$ cat src/rtl/canny_pkg.sv
// canny_pkg: shared image geometry defaults, pixel width, streamer FSM states and helpers
package canny_pkg;

    localparam int DEF_IMG_WIDTH  = 512;
    localparam int DEF_IMG_HEIGHT = 512;
    localparam int PIXEL_W        = 8;

    typedef enum logic [1:0] {
        ST_IDLE,
        ST_READ,
        ST_GAP,
        ST_DRAIN
    } stream_state_e;

    // Frame/line markers that travel alongside each issued read
    typedef struct packed {
        logic sof;
        logic eol;
        logic eof;
    } pixel_tag_t;

    // Counter width that stays legal for degenerate ranges of 0 or 1
    function automatic int clog2_min1(input int n);
        return n > 1 ? $clog2(n) : 1;
    endfunction

endpackage

$ cat src/rtl/pixel_streamer_if.sv
// pixel_streamer_if: frame-memory read port plus outgoing pixel stream and control
interface pixel_streamer_if
    import canny_pkg::*;
#(
    parameter int ITEM_SIZE = PIXEL_W,
    parameter int ADDR_W    = 18
);

    logic                 start;
    logic                 hold;
    logic                 mem_rd_en;
    logic [ADDR_W-1:0]    mem_addr;
    logic [ITEM_SIZE-1:0] mem_rdata;
    logic [ITEM_SIZE-1:0] pixel_out;
    logic                 pixel_out_valid;
    logic                 sof;
    logic                 eol;
    logic                 eof;
    logic                 busy;
    logic                 done;

    modport master (
        input  start, hold, mem_rdata,
        output mem_rd_en, mem_addr, pixel_out, pixel_out_valid, sof, eol, eof, busy, done
    );

    modport slave (
        output start, hold, mem_rdata,
        input  mem_rd_en, mem_addr, pixel_out, pixel_out_valid, sof, eol, eof, busy, done
    );

endinterface

$ cat src/rtl/raster_counter.sv
// raster_counter: raster-order x/y position and linear address with end-of-line/frame flags
module raster_counter
    import canny_pkg::*;
#(
    parameter int WIDTH  = DEF_IMG_WIDTH,
    parameter int HEIGHT = DEF_IMG_HEIGHT,
    parameter int ADDR_W = 18,
    localparam int XW    = clog2_min1(WIDTH),
    localparam int YW    = clog2_min1(HEIGHT)
) (
    input  logic              clk,
    input  logic              rstN,
    input  logic              en_i,
    output logic [XW-1:0]     x_o,
    output logic [YW-1:0]     y_o,
    output logic [ADDR_W-1:0] addr_o,
    output logic              eol_o,
    output logic              eof_o
);

    logic [XW-1:0]     x_q, x_d;
    logic [YW-1:0]     y_q, y_d;
    logic [ADDR_W-1:0] addr_q, addr_d;

    assign eol_o  = x_q == XW'(WIDTH - 1);
    assign eof_o  = eol_o && y_q == YW'(HEIGHT - 1);
    assign x_o    = x_q;
    assign y_o    = y_q;
    assign addr_o = addr_q;

    // Step one pixel per enable; the address runs linearly and wraps with the frame
    always_comb begin
        x_d    = en_i ? (eol_o ? '0 : x_q + 1'b1) : x_q;
        y_d    = en_i && eol_o ? (eof_o ? '0 : y_q + 1'b1) : y_q;
        addr_d = en_i ? (eof_o ? '0 : addr_q + 1'b1) : addr_q;
    end

    // Position registers
    always_ff @(posedge clk or negedge rstN) begin
        if (!rstN) begin
            x_q    <= '0;
            y_q    <= '0;
            addr_q <= '0;
        end else begin
            x_q    <= x_d;
            y_q    <= y_d;
            addr_q <= addr_d;
        end
    end

endmodule

$ cat src/rtl/pixel_streamer.sv
// pixel_streamer: reads one frame from synchronous memory and emits it as a tagged pixel stream
module pixel_streamer
    import canny_pkg::*;
#(
    parameter int IMG_WIDTH  = DEF_IMG_WIDTH,
    parameter int IMG_HEIGHT = DEF_IMG_HEIGHT,
    parameter int ITEM_SIZE  = PIXEL_W,
    parameter int ADDR_W     = 18,
    parameter int LINE_GAP   = 0,
    localparam int XW        = clog2_min1(IMG_WIDTH),
    localparam int YW        = clog2_min1(IMG_HEIGHT),
    localparam int GW        = clog2_min1(LINE_GAP)
) (
    input logic               clk,
    input logic               rstN,
    pixel_streamer_if.master  bus
);

    stream_state_e        state_q, state_d;
    logic [GW-1:0]        gap_q, gap_d;
    logic                 rd_en;
    logic                 line_end;
    logic                 frame_end;
    logic [XW-1:0]        x;
    logic [YW-1:0]        y;
    pixel_tag_t           tag_rd, tag1_q, tag_q;
    logic                 vld1_q, vld_q;
    logic [ITEM_SIZE-1:0] pix_q;

    raster_counter #(
        .WIDTH  (IMG_WIDTH),
        .HEIGHT (IMG_HEIGHT),
        .ADDR_W (ADDR_W)
    ) u_cnt (
        .clk    (clk),
        .rstN   (rstN),
        .en_i   (rd_en),
        .x_o    (x),
        .y_o    (y),
        .addr_o (bus.mem_addr),
        .eol_o  (line_end),
        .eof_o  (frame_end)
    );

    assign tag_rd              = '{sof: x == '0 && y == '0, eol: line_end, eof: frame_end};
    assign bus.mem_rd_en       = rd_en;
    assign bus.pixel_out       = pix_q;
    assign bus.pixel_out_valid = vld_q;
    assign bus.sof             = tag_q.sof;
    assign bus.eol             = tag_q.eol;
    assign bus.eof             = tag_q.eof;
    assign bus.done            = tag_q.eof;
    assign bus.busy            = state_q != ST_IDLE;

    // Sequencing: issue reads, pause for line gaps, then wait for the final pixel to leave
    always_comb begin
        state_d = state_q;
        gap_d   = gap_q;
        rd_en   = 1'b0;
        case (state_q)
            ST_IDLE: if (bus.start) state_d = ST_READ;
            ST_READ: if (!bus.hold) begin
                rd_en = 1'b1;
                if (frame_end) state_d = ST_DRAIN;
                else if (line_end && LINE_GAP > 0) begin
                    state_d = ST_GAP;
                    gap_d   = '0;
                end
            end
            ST_GAP: if (!bus.hold) begin
                gap_d = gap_q + 1'b1;
                if (gap_q == GW'(LINE_GAP - 1)) begin
                    state_d = ST_READ;
                    gap_d   = '0;
                end
            end
            ST_DRAIN: if (tag_q.eof) state_d = ST_IDLE;
            default: state_d = ST_IDLE;
        endcase
    end

    // FSM state and gap counter
    always_ff @(posedge clk or negedge rstN) begin
        if (!rstN) begin
            state_q <= ST_IDLE;
            gap_q   <= '0;
        end else begin
            state_q <= state_d;
            gap_q   <= gap_d;
        end
    end

    // Tags ride one stage alongside the memory latency, then register with the read data
    always_ff @(posedge clk or negedge rstN) begin
        if (!rstN) begin
            vld1_q <= 1'b0;
            tag1_q <= '0;
            vld_q  <= 1'b0;
            tag_q  <= '0;
            pix_q  <= '0;
        end else begin
            vld1_q <= rd_en;
            tag1_q <= rd_en ? tag_rd : '0;
            vld_q  <= vld1_q;
            tag_q  <= tag1_q;
            if (vld1_q) pix_q <= bus.mem_rdata;
        end
    end

endmodule
$ cat src/flat_wrapper.sv
// flat-port wrapper written by rule: the top's interface ports become plain ports
module pixel_streamer_flat import canny_pkg::*;
#(
    parameter int IMG_WIDTH  = DEF_IMG_WIDTH,
    parameter int IMG_HEIGHT = DEF_IMG_HEIGHT,
    parameter int ITEM_SIZE  = PIXEL_W,
    parameter int ADDR_W     = 18,
    parameter int LINE_GAP   = 0,
    localparam int XW        = clog2_min1(IMG_WIDTH),
    localparam int YW        = clog2_min1(IMG_HEIGHT),
    localparam int GW        = clog2_min1(LINE_GAP)
)
  (clk, rstN, bus_start, bus_hold, bus_mem_rdata, bus_mem_rd_en, bus_mem_addr, bus_pixel_out, bus_pixel_out_valid, bus_sof, bus_eol, bus_eof, bus_busy, bus_done);
  pixel_streamer_if #(.ITEM_SIZE(ITEM_SIZE), .ADDR_W(ADDR_W)) bus_i ();
  input logic clk;
  input logic rstN;
  input wire logic [$bits(bus_i.start)-1:0] bus_start;
  input wire logic [$bits(bus_i.hold)-1:0] bus_hold;
  input wire logic [$bits(bus_i.mem_rdata)-1:0] bus_mem_rdata;
  output wire logic [$bits(bus_i.mem_rd_en)-1:0] bus_mem_rd_en;
  output wire logic [$bits(bus_i.mem_addr)-1:0] bus_mem_addr;
  output wire logic [$bits(bus_i.pixel_out)-1:0] bus_pixel_out;
  output wire logic [$bits(bus_i.pixel_out_valid)-1:0] bus_pixel_out_valid;
  output wire logic [$bits(bus_i.sof)-1:0] bus_sof;
  output wire logic [$bits(bus_i.eol)-1:0] bus_eol;
  output wire logic [$bits(bus_i.eof)-1:0] bus_eof;
  output wire logic [$bits(bus_i.busy)-1:0] bus_busy;
  output wire logic [$bits(bus_i.done)-1:0] bus_done;
  assign bus_i.start = bus_start;
  assign bus_i.hold = bus_hold;
  assign bus_i.mem_rdata = bus_mem_rdata;
  assign bus_mem_rd_en = bus_i.mem_rd_en;
  assign bus_mem_addr = bus_i.mem_addr;
  assign bus_pixel_out = bus_i.pixel_out;
  assign bus_pixel_out_valid = bus_i.pixel_out_valid;
  assign bus_sof = bus_i.sof;
  assign bus_eol = bus_i.eol;
  assign bus_eof = bus_i.eof;
  assign bus_busy = bus_i.busy;
  assign bus_done = bus_i.done;
  pixel_streamer #(.IMG_WIDTH(IMG_WIDTH), .IMG_HEIGHT(IMG_HEIGHT), .ITEM_SIZE(ITEM_SIZE), .ADDR_W(ADDR_W), .LINE_GAP(LINE_GAP)) u_core (.clk(clk), .rstN(rstN), .bus(bus_i));
endmodule
$ cat config.mk
export PLATFORM = sky130hd
export DESIGN_NAME = pixel_streamer_flat
export DESIGN_NICKNAME = d
export VERILOG_FILES = /design/src/rtl/canny_pkg.sv /design/src/rtl/pixel_streamer_if.sv /design/src/rtl/raster_counter.sv /design/src/rtl/pixel_streamer.sv /design/src/flat_wrapper.sv
export SDC_FILE = /design/constraint.sdc
export NUM_CORES = 1
export LEC_CHECK = 0
export CORE_MARGIN = 3
export CORE_UTILIZATION = 40
export CTS_CLUSTER_DIAMETER = 80
export DETAILED_ROUTE_END_ITERATION = 6
export SLEW_MARGIN = 15
export SYNTH_ARGS = -nofsm -noshare
export SYNTH_HDL_FRONTEND = slang
export SYNTH_SLANG_ARGS = --single-unit
$ cat constraint.sdc
create_clock -name clk -period 2.5 [get_ports clk]
set_input_delay 0.25 -clock clk [delete_from_list [all_inputs] [get_ports clk]]
set_output_delay 0.25 -clock clk [all_outputs]
set_load 0.05 [all_outputs]
== After elaboration in Yosys (flattened, before gate mapping) ==
Index checks and enable logic that the tools add are counted.

* Bits in registers: 55
* Logic and storage cells: 53
* Output and inout port bits: 33
* Bits of input ports: 12

* Equal/unequal tests: 11
* Muxes and demuxes: 14
* Bitwise operators: 1
* Reduce and logical (&&, ||, !) cells: 9
* $add $sub $neg: 4

{| class="wikitable"
|+ Operators by type and width
! operator !! number
|-
| 18-bit by 1-bit adder with 18-bit output (second input constant) || 1
|-
| 9-bit by 1-bit adder with 9-bit output (second input constant) || 2
|-
| 9-bit equality test (second input constant) || 2
|-
| 9-bit logical NOT || 2
|-
| 18-bit two-way mux || 1
|-
| 9-bit two-way mux || 2
|-
| 2-bit two-way mux || 6
|-
| 2-bit != test (second input constant) || 4
|-
| 2-bit case mux with 4 select lines || 1
|-
| 6-bit AND reduction || 1
|-
| 2-bit equality test (second input constant) || 2
|-
| 2-bit by 1-bit != test with 1-bit output (second input constant) || 2
|-
| 1-bit logical AND || 3
|-
| 1-bit two-way mux || 3
|-
| 3-bit two-way mux || 1
|-
| 2-bit by 1-bit equality test with 1-bit output (second input constant) || 1
|-
| 2-bit logical NOT || 1
|-
| 2-bit AND reduction || 1
|-
| 2-bit nonzero test || 1
|-
| 1-bit adder (second input constant) || 1
|-
| 1-bit NOT || 1
|}

== Longest topological paths before layout ==
Gate-level depths: netlist (run 1).

* Depth in word-level cells: 5
* Mapped depth: 12

== By module ==
From an unflattened synthesis (run 1), not the netlist that was laid out.

* Cells, all modules: 237
* Area total of the unflattened synthesis: 2582.5 sq um

{| class="wikitable"
|+ Modules (own cells, without submodules)
! module !! sequential area each (sq um) !! cells each !! area each (sq um) !! times used
|-
| raster_counter || 900.9 || 187 || 1856.8 || 1
|-
| pixel_streamer || 475.5 || 50 || 725.7 || 1
|}

== Least setup slack after synthesis (run 1) ==
OpenSTA, ideal clock, no wires.

* Kind: register to register
* From: register u_core.u_cnt.x_q[0] (netlist: u_core.u_cnt.x_o[0])
* To: register u_core.u_cnt.addr_q[10] (netlist: u_core.u_cnt.addr_o[10])
* Slack: 0.294 ns
* Stages on the path, launching flop included: 13
* Arrival: 2.075 ns
* Clock period less this slack: 2.206 ns
* Cell sequence: dfrtp_1 ha_1 nand3_1 nor2_1 and3_1 ha_1 nand4bb_1 clkbuf_1 inv_1 nand2_1 inv_1 buf_1 nor2_1

* Word-level cells in the longest chain between the ends: 3

{| class="wikitable"
|+ Ends and longest elaborated chain
! what !! RTL line !! source
|-
| start, declared || raster_counter.sv:21 || <nowiki>logic [XW-1:0] x_q, x_d;</nowiki>
|-
| start signal, assigned || raster_counter.sv:41 || <nowiki>x_q <= '0;</nowiki>
|-
| start signal, assigned || raster_counter.sv:45 || <nowiki>x_q <= x_d;</nowiki>
|-
| 9-bit equality test || raster_counter.sv:25 || <nowiki>assign eol_o = x_q == XW'(WIDTH - 1);</nowiki>
|-
| 1-bit logical AND || raster_counter.sv:26 || <nowiki>assign eof_o = eol_o && y_q == YW'(HEIGHT - 1);</nowiki>
|-
| 18-bit two-way mux || raster_counter.sv:35 || <nowiki>addr_d = en_i ? (eof_o ? '0 : addr_q + 1'b1) : addr_q;</nowiki>
|-
| end signal, assigned || raster_counter.sv:47 || <nowiki>addr_q <= addr_d;</nowiki>
|-
| end, declared || raster_counter.sv:23 || <nowiki>logic [ADDR_W-1:0] addr_q, addr_d;</nowiki>
|}

No other way between the ends.
A chain may end at the register's enable or synchronous reset.

== Worst setup path in the final report (run 1) ==
* From: register u_core.u_cnt.y_q[0] (netlist: u_core.u_cnt.y_o[0])
* To: register u_core.u_cnt.addr_q[4] (netlist: u_core.u_cnt.addr_o[4])

* Word-level cells in the longest chain between the ends: 3

{| class="wikitable"
|+ Ends and longest elaborated chain
! what !! RTL line !! source
|-
| start, declared || raster_counter.sv:22 || <nowiki>logic [YW-1:0] y_q, y_d;</nowiki>
|-
| start signal, assigned || raster_counter.sv:46 || <nowiki>y_q <= y_d;</nowiki>
|-
| 9-bit equality test || raster_counter.sv:26 ||
|-
| 1-bit logical AND || raster_counter.sv:26 ||
|-
| 18-bit two-way mux || raster_counter.sv:35 ||
|}

No other way between the ends.

==> out/results.ini, run 1 <==
[pwr]
power_mw = 2.15
ir_worst_vdd_uv = 538
power.density_nw_per_um2 = 664
p_leak_nw = 1.39

[floorplan]
die_w_um = 86.5
num_io_pins = 45
die_h_um = 86.5
die_area_um2 = 7490
rows = 28
coreArea_um2 = 6100
start_util_pct = 42.5

[route]
routed_wl_um = 5410
drtPass1Iterations = 4
wl_per_cell_um = 14.2
postRouteAntennaNets = 0
vias = 2045
drc = 0
drt_iter0_drc = 58
via_per_inst = 5.35

[worst_setup_path]
start_kind = register
critPathMaxFanout = 12
cp-end-kind = register
arrival_ns = 2.43
crit_type = reg -> reg
cp.required_ns = 2.69

[cells_and_area]
finalNetCount = 325
area.growth.synth_to_final_pct = 24.7
final_cell_area_um2 = 3240
stdcell_count = 382
diodes = 0
drive_gt1_share_pct = 9.77

[sta]
fin_tns_setup_ns = 0
setup_viol = 0
final.setup.worst_slack_ns = 0.267
min_period_ns = 2.23
grt_setup_unrepaired = no
fin_crit_sh_pct = 89.3
tightestPinTransition_ns = 0.756
finalHoldViolCount = 0
clock_skew_ns = 0.00557
relSlewSlack_pct = 49.6
max_freq_mhz = 448
drv_slew = 0

[yosys]
synth_fa_ha_area_share_pct = 3.38
synthesis.nets = 277
yosysTopAreaCellShare_pct = 53.1
yosys_most_used_dff = dfrtp_1
netlist_area_um2 = 2590
syn_inst = 258
synthTopCellsByArea = dfrtp_1, nand2_1, o21ai_0
synth-seq-cells = 55
avgSynthCellArea_um2 = 10.1
synth_top_family_by_area = simple AND/OR/NAND/NOR gates
ys_warn_count = 0
synthSimpleGateAreaFrac_pct = 23.3
synth_compound_area_share_pct = 8.39
async_reset_ff_share_pct = 100
synth_top_area_cell = dfrtp_1
muxShareOfSynthArea_pct = 4.63
synthDistinctLibCells = 40
synth_edf_count = 0
synth-xor-area-share_pct = 4.05
ys_seq_area_share_pct = 53.1

[global_route]
grt-ovfl-total = 0
antenna_found_initial = 0
grt_start_max_net_pins = 35
grt_pass1_wl_um = 9270
grt_usage_pct = 15.5
first_global_vias = 1929

[cts]
cts_made_buffers = 5
cts_root_buffer = clkbuf_8
clkSinkCount = 55
tritoncts = done
clk_pin_slew_ns = 0.10
cts-hold-fix-buffers = 0
cts_resized = 0
clk_path_buf_depth = 2
htree_levels = 2
postCtsSetupBuffers = 0
clk_latency_ns = 0.30

[place]
place_congestion = 0.800
dp_cells = 374
dpl-instance-area_um2 = 3150
numPortBuffers = 44
dp_hpwl_um = 3900
place_ws_ns = 0.227

[status]
status = finished clean

[job]
max_cap_violations = 0

[min_path]
hp-class = in -> async

where the power goes:
group,switching (mW),internal (mW),total (mW)
Combinational,0.354,0.209,0.563
Clock,0.287,0.196,0.482
Sequential,0.120,0.984,1.10
Total,0.760,1.39,2.15
stage by stage:
step	utilization [%]	hold WS [ns]
2_1_floorplan	-	-0.0456
3_3_place_gp	51.6	0.333
3_5_place_dp	51.6	0.336
4_1_cts	53.1	0.0249
5_1_grt	53.1	0.0522
6_report	53.1	0.00675
final timing paths:
| check | from | to | slack [ns] | cells after the start |
|---|---|---|---|---|
| max in group asynchronous | rstN | u_core.u_cnt.addr_o[0] | 1.83 | 2 |
| hold / removal | rstN | u_core.bus.eol | 0.007 | 1 |
| min in group clk | u_core.tag1_q[2] | u_core.bus.sof | 0.36 | 0 |
| setup reg to reg | u_core.u_cnt.y_o[0] | u_core.u_cnt.addr_o[4] | 0.27 | 9 |
| hold reg to reg | u_core.tag1_q[2] | u_core.bus.sof | 0.36 | 0 |
| setup / recovery | u_core.u_cnt.y_o[0] | u_core.u_cnt.addr_o[4] | 0.27 | 9 |
cells in the mapped netlist, types with 2 or more instances:
| library cell | n |
|---|---|
| a21oi_1 | 9 |
| a31oi_1 | 2 |
| and3_1 | 7 |
| clkbuf_1 | 8 |
| dfrtp_1 | 55 |
| ha_1 | 7 |
| inv_1 | 9 |
| mux2_2 | 8 |
| mux2i_1 | 3 |
| nand2_1 | 35 |
| nand2b_1 | 3 |
| nand3_1 | 7 |
| nand3b_1 | 5 |
| nand4_1 | 8 |
| nand4bb_1 | 2 |
| nor2_1 | 16 |
| nor3_1 | 7 |
| nor3b_1 | 2 |
| nor4_1 | 7 |
| nor4b_1 | 2 |
| o21ai_0 | 19 |
| o31ai_1 | 3 |
| or3_1 | 7 |
| xnor2_1 | 10 |
| xor2_1 | 2 |
critical path, cell delays in order, from the launching register on:
cell and delay [ns]:
dfrtp_1 0.42, ha_1 0.20, and3_1 0.22, and3_1 0.20, and3_1 0.16, ha_1 0.37, nand2_1 0.14, inv_1 0.19
buf_4 0.18, a21oi_1 0.05
flip-flops by register name, indices dropped and copies added (netlist names):
register,cells
u_core.u_cnt.y_o,9
u_core.u_cnt.addr_o,18
u_core.state_q,2
u_core.tag1_q,3
u_core.bus.done,1
u_core.bus.eol,1
u_core.bus.sof,1
u_core.bus.pixel_out,8
u_core.bus.pixel_out_valid,1
u_core.u_cnt.x_o,9
u_core.gap_q,1
u_core.vld1_q,1
layout by cell type (no fill, tap or decap), types with 2 or more instances in the layout:
cell type / netlist / layout
or3_1: 7 / 7
nor4b_1: 2 / 2
dfrtp_1: 55 / 55
ha_1: 7 / 7
nand2_1: 35 / 35
nand3b_1: 5 / 5
clkdlybuf4s50_1: 0 / 42
and3_1: 7 / 7
nand4_1: 8 / 8
nand4bb_1: 2 / 2
mux2i_1: 3 / 3
nor2_1: 16 / 16
xnor2_1: 10 / 10
a31oi_1: 2 / 2
clkinvlp_4: 0 / 2
a21oi_1: 9 / 9
nor4_1: 7 / 7
nor3_1: 7 / 7
nor3b_1: 2 / 2
inv_1: 9 / 9
clkbuf_8: 0 / 5
o31ai_1: 3 / 3
mux2_2: 8 / 8
nand3_1: 7 / 7
nand2b_1: 3 / 3
buf_4: 1 / 8
o21ai_0: 19 / 19
xor2_1: 2 / 2
final cells by class:
class / count / area [um^2]
Sequential cell: 55 / 1380
Fill cell: 577 / 2860
Clock buffer: 5 / 68.8
Multi-Input combinational cell: 182 / 1130
Tap cell: 75 / 93.8
Inverter: 10 / 37.5
Clock inverter: 3 / 20.0
Timing Repair Buffer: 52 / 505
metal layers:
metal  vias to the layer above  routed length [um]  global-route usage, %
met1                       970                2730                   22.5
met4                         0                  53                   3.82
met5                         -                   0                      0
li1                       1008                   -                      -
met2                        61                2330                   23.3
met3                         6                 299                   3.80
logic make-up (layout without fill, tap and decap cells):
| group | count (synthesis) | count (layout) |
|---|---|---|
| AOI/OAI and AO/OA | 38 | 38 |
| and+or+nand+nor | 114 | 114 |
| adders and majority gates | 7 | 7 |
| buffers and inverters | 21 | 70 |
| DFF | 55 | 55 |
| muxes | 11 | 11 |
| xor gates and xnor gates | 12 | 12 |
No activity file was read; power rests on OpenSTA's default activity.
==> run 2: changes to the inputs <==
--- a/config.mk
+++ b/config.mk
@@ -5,6 +5,7 @@
 export SDC_FILE = /design/constraint.sdc
 export NUM_CORES = 1
 export LEC_CHECK = 0
+export ABC_AREA = 1
 export CORE_MARGIN = 3
 export CORE_UTILIZATION = 40
 export CTS_CLUSTER_DIAMETER = 80
==> out/results.ini, run 2 <==
[sta]
clock_skew_ns = 0.00854  ; +0.00297 ns
max_freq_mhz = 455  ; +1.5%
tightestPinTransition_ns = 0.696  ; -0.0605 ns
setup_viol = 0  ; unchanged
fin_crit_sh_pct = 88.0  ; -1.3 points
relSlewSlack_pct = 53.6  ; +4.0 points
min_period_ns = 2.20  ; -0.0331 ns
drv_slew = 0  ; unchanged
finalHoldViolCount = 0  ; unchanged
final.setup.worst_slack_ns = 0.300  ; +0.0331 ns
fin_tns_setup_ns = 0  ; unchanged
grt_setup_unrepaired = no

[min_path]
hp-class = in -> async

[cells_and_area]
regArea_um2 = 1380  ; unchanged
final_common_cell = nand2_1
diodes = 0  ; unchanged
area.growth.synth_to_final_pct = 21.9
finalNetCount = 414  ; +27%
final_cell_mix = nand2_1, dfrtp_1, nor2_1, inv_1, clkdlybuf4s50_1
final_cell_area_um2 = 3440  ; +6.4%
drive_gt1_share_pct = 8.08  ; -1.7 points
multiInputGateArea_um2 = 1220  ; +7.5%
n_fill_cell = 632  ; +9.5%
largest_reg_flops = 18  ; unchanged

[yosys]
synth-seq-cells = 55  ; unchanged
synth_fa_ha_area_share_pct = 3.10  ; -0.28 points
muxShareOfSynthArea_pct = 3.19  ; -1.4 points
ys_seq_area_share_pct = 48.7  ; -4.3 points
synthSimpleGateAreaFrac_pct = 30.8  ; +7.5 points
synth-xor-area-share_pct = 0.620  ; -3.4 points
ys_warn_count = 0  ; unchanged
synth_edf_count = 0  ; unchanged
synthTopCellsByArea = dfrtp_1, nand2_1, nor2_1
netlist_area_um2 = 2820  ; +8.9%
synthesis.nets = 367  ; +32%
synthDistinctLibCells = 28  ; -30%
async_reset_ff_share_pct = 100  ; unchanged
avgSynthCellArea_um2 = 8.11  ; -19%
synth_top_family_by_area = simple AND/OR/NAND/NOR gates
yosys_most_used_dff = dfrtp_1
synth_compound_area_share_pct = 5.45  ; -2.9 points
ys_top_cells_by_count = nand2_1, dfrtp_1, nor2_1
yosysMostFrequentCell = nand2_1
synth_top_area_cell = dfrtp_1
yosysTopAreaCellShare_pct = 48.7  ; -4.3 points
syn_inst = 348  ; +35%

[pwr]
p_seq_share_pct = 39.5  ; -12 points
power.internal_mw = 1.79  ; +29%
switchingPower_mw = 1.49  ; +96%
p_sw_share_pct = 45.4  ; +10 points
power.density_nw_per_um2 = 950  ; +43%
ir_worst_vdd_uv = 492  ; -8.5%
clkPwrFrac_pct = 15.5  ; -7.0 points
p_leak_nw = 1.75  ; +26%
power_mw = 3.27  ; +52%
combPwrFrac_pct = 45.0  ; +19 points

[floorplan]
die_area_um2 = 8100  ; +8.3%
die_h_um = 90.0  ; +4.0%
die_w_um = 90.0  ; +4.0%
rows = 29  ; +3.6%
num_io_pins = 45  ; unchanged
coreArea_um2 = 6600  ; +8.3%
start_util_pct = 42.8  ; +0.21 points

[job]
max_cap_violations = 0  ; unchanged

[place]
place_ws_ns = 0.325  ; +0.0978 ns
numPortBuffers = 44  ; unchanged
dpl-instance-area_um2 = 3350  ; +6.4%
dp_hpwl_um = 4400  ; +13%
place_congestion = 0.856  ; +7.0%

[cts]
cts_root_buffer = clkbuf_8
clk_path_buf_depth = 2  ; unchanged
clkSinkCount = 55  ; unchanged
htree_levels = 2  ; unchanged
cts_made_buffers = 5  ; unchanged
cts-hold-fix-buffers = 0  ; unchanged
postCtsSetupBuffers = 0  ; unchanged
clk_pin_slew_ns = 0.11  ; about the same
clk_latency_ns = 0.31  ; about the same
cts_resized = 0  ; unchanged
tritoncts = done

[route]
vias = 2405  ; +18%
postRouteAntennaNets = 0  ; unchanged
drc = 0  ; unchanged
wl_per_cell_um = 12.5  ; -11%
routed_wl_um = 6140  ; +13%
via_per_inst = 4.92  ; -8.1%
drtPass1Iterations = 5  ; +1
drt_iter0_drc = 107  ; +84%

[worst_setup_path]
cp.required_ns = 2.69  ; about the same
cp-end-kind = register
critPathMaxFanout = 6  ; -6
arrival_ns = 2.39  ; -0.04 ns
crit_type = reg -> reg
start_kind = register

[global_route]
grt-ovfl-total = 0  ; unchanged
antenna_found_initial = 0  ; unchanged
grt_pass1_wl_um = 10800  ; +17%
grt_start_max_net_pins = 56  ; +60%
first_global_vias = 2306  ; +20%
grt_usage_pct = 15.9  ; +0.39 points

[status]
status = finished clean

run 2: kinds of logic after synthesis:
kind of cell               Yosys count
AOI/OAI and AO/OA                   29
xor gates and xnor gates             2
adders and majority gates            7
buffers and inverters               53
DFF                                 55
muxes                                8
and+or+nand+nor                    194
run 2: final cells by class:
type / count / share of cell area [%]
flip-flops and latches: 55 / 40.0
multi-input cells: 240 / 35.4
repair buffers: 46 / 13.4
inverters: 47 / 5.13
well taps: 93 / 3.38
clock buffers: 5 / 2.00
clock inverters: 3 / 0.727
run 2: power groups by stage:
stage	combinational, mW	clock [mW]	sequential [mW]
CTS	1.48	0.525	1.29
floorplan	0.574	0	1.73
detailed placement	1.48	0	1.31
finish	1.47	0.507	1.29
global route	1.59	0.557	1.33
global placement	1.47	0	1.31
run 2: stage by stage:
| stage | std cells | hold slack (ns) | util (%) |
|---|---|---|---|
| finish | 489 | 0.0529 | 52.1 |
| global route | 489 | 0.110 | 52.1 |
| CTS | 489 | 0.0793 | 52.1 |
| detailed placement | 481 | 0.336 | 50.7 |
| global placement | 481 | 0.332 | 50.7 |
| floorplan | 348 | -0.0456 | - |
run 2: path summary, 6_finish.rpt:
check                                         end  slack, ns  cells after the start                 from
worst max-delay path            u_core.state_q[1]       0.30                     11  u_core.u_cnt.y_o[0]
worst min-delay path               u_core.bus.sof       0.05                      2                 rstN
min in group clk                   u_core.bus.sof       0.36                      0     u_core.tag1_q[2]
max in group asynchronous       u_core.state_q[0]       1.98                      2                 rstN
worst min register to register     u_core.bus.sof       0.36                      0     u_core.tag1_q[2]
worst max register to register  u_core.state_q[1]       0.30                     11  u_core.u_cnt.y_o[0]
run 2: worst max-delay path, cell delays in order, from the launching register on:
cell	delay (ns)
dfrtp_1	0.40
ha_1	0.21
nand2_1	0.12
nor4_1	0.32
ha_1	0.25
nand2_1	0.21
nand2_1	0.17
nand2_1	0.07
nor2_1	0.14
nand2_1	0.08
nand2_1	0.06
nand2_1	0.05
run 2: layer usage:
metal  GRT usage (%)  routed length [um]
met1            22.5                3120
met2            25.0                2720
met3            3.51                 254
met4            3.44                  48
met5               0                   0
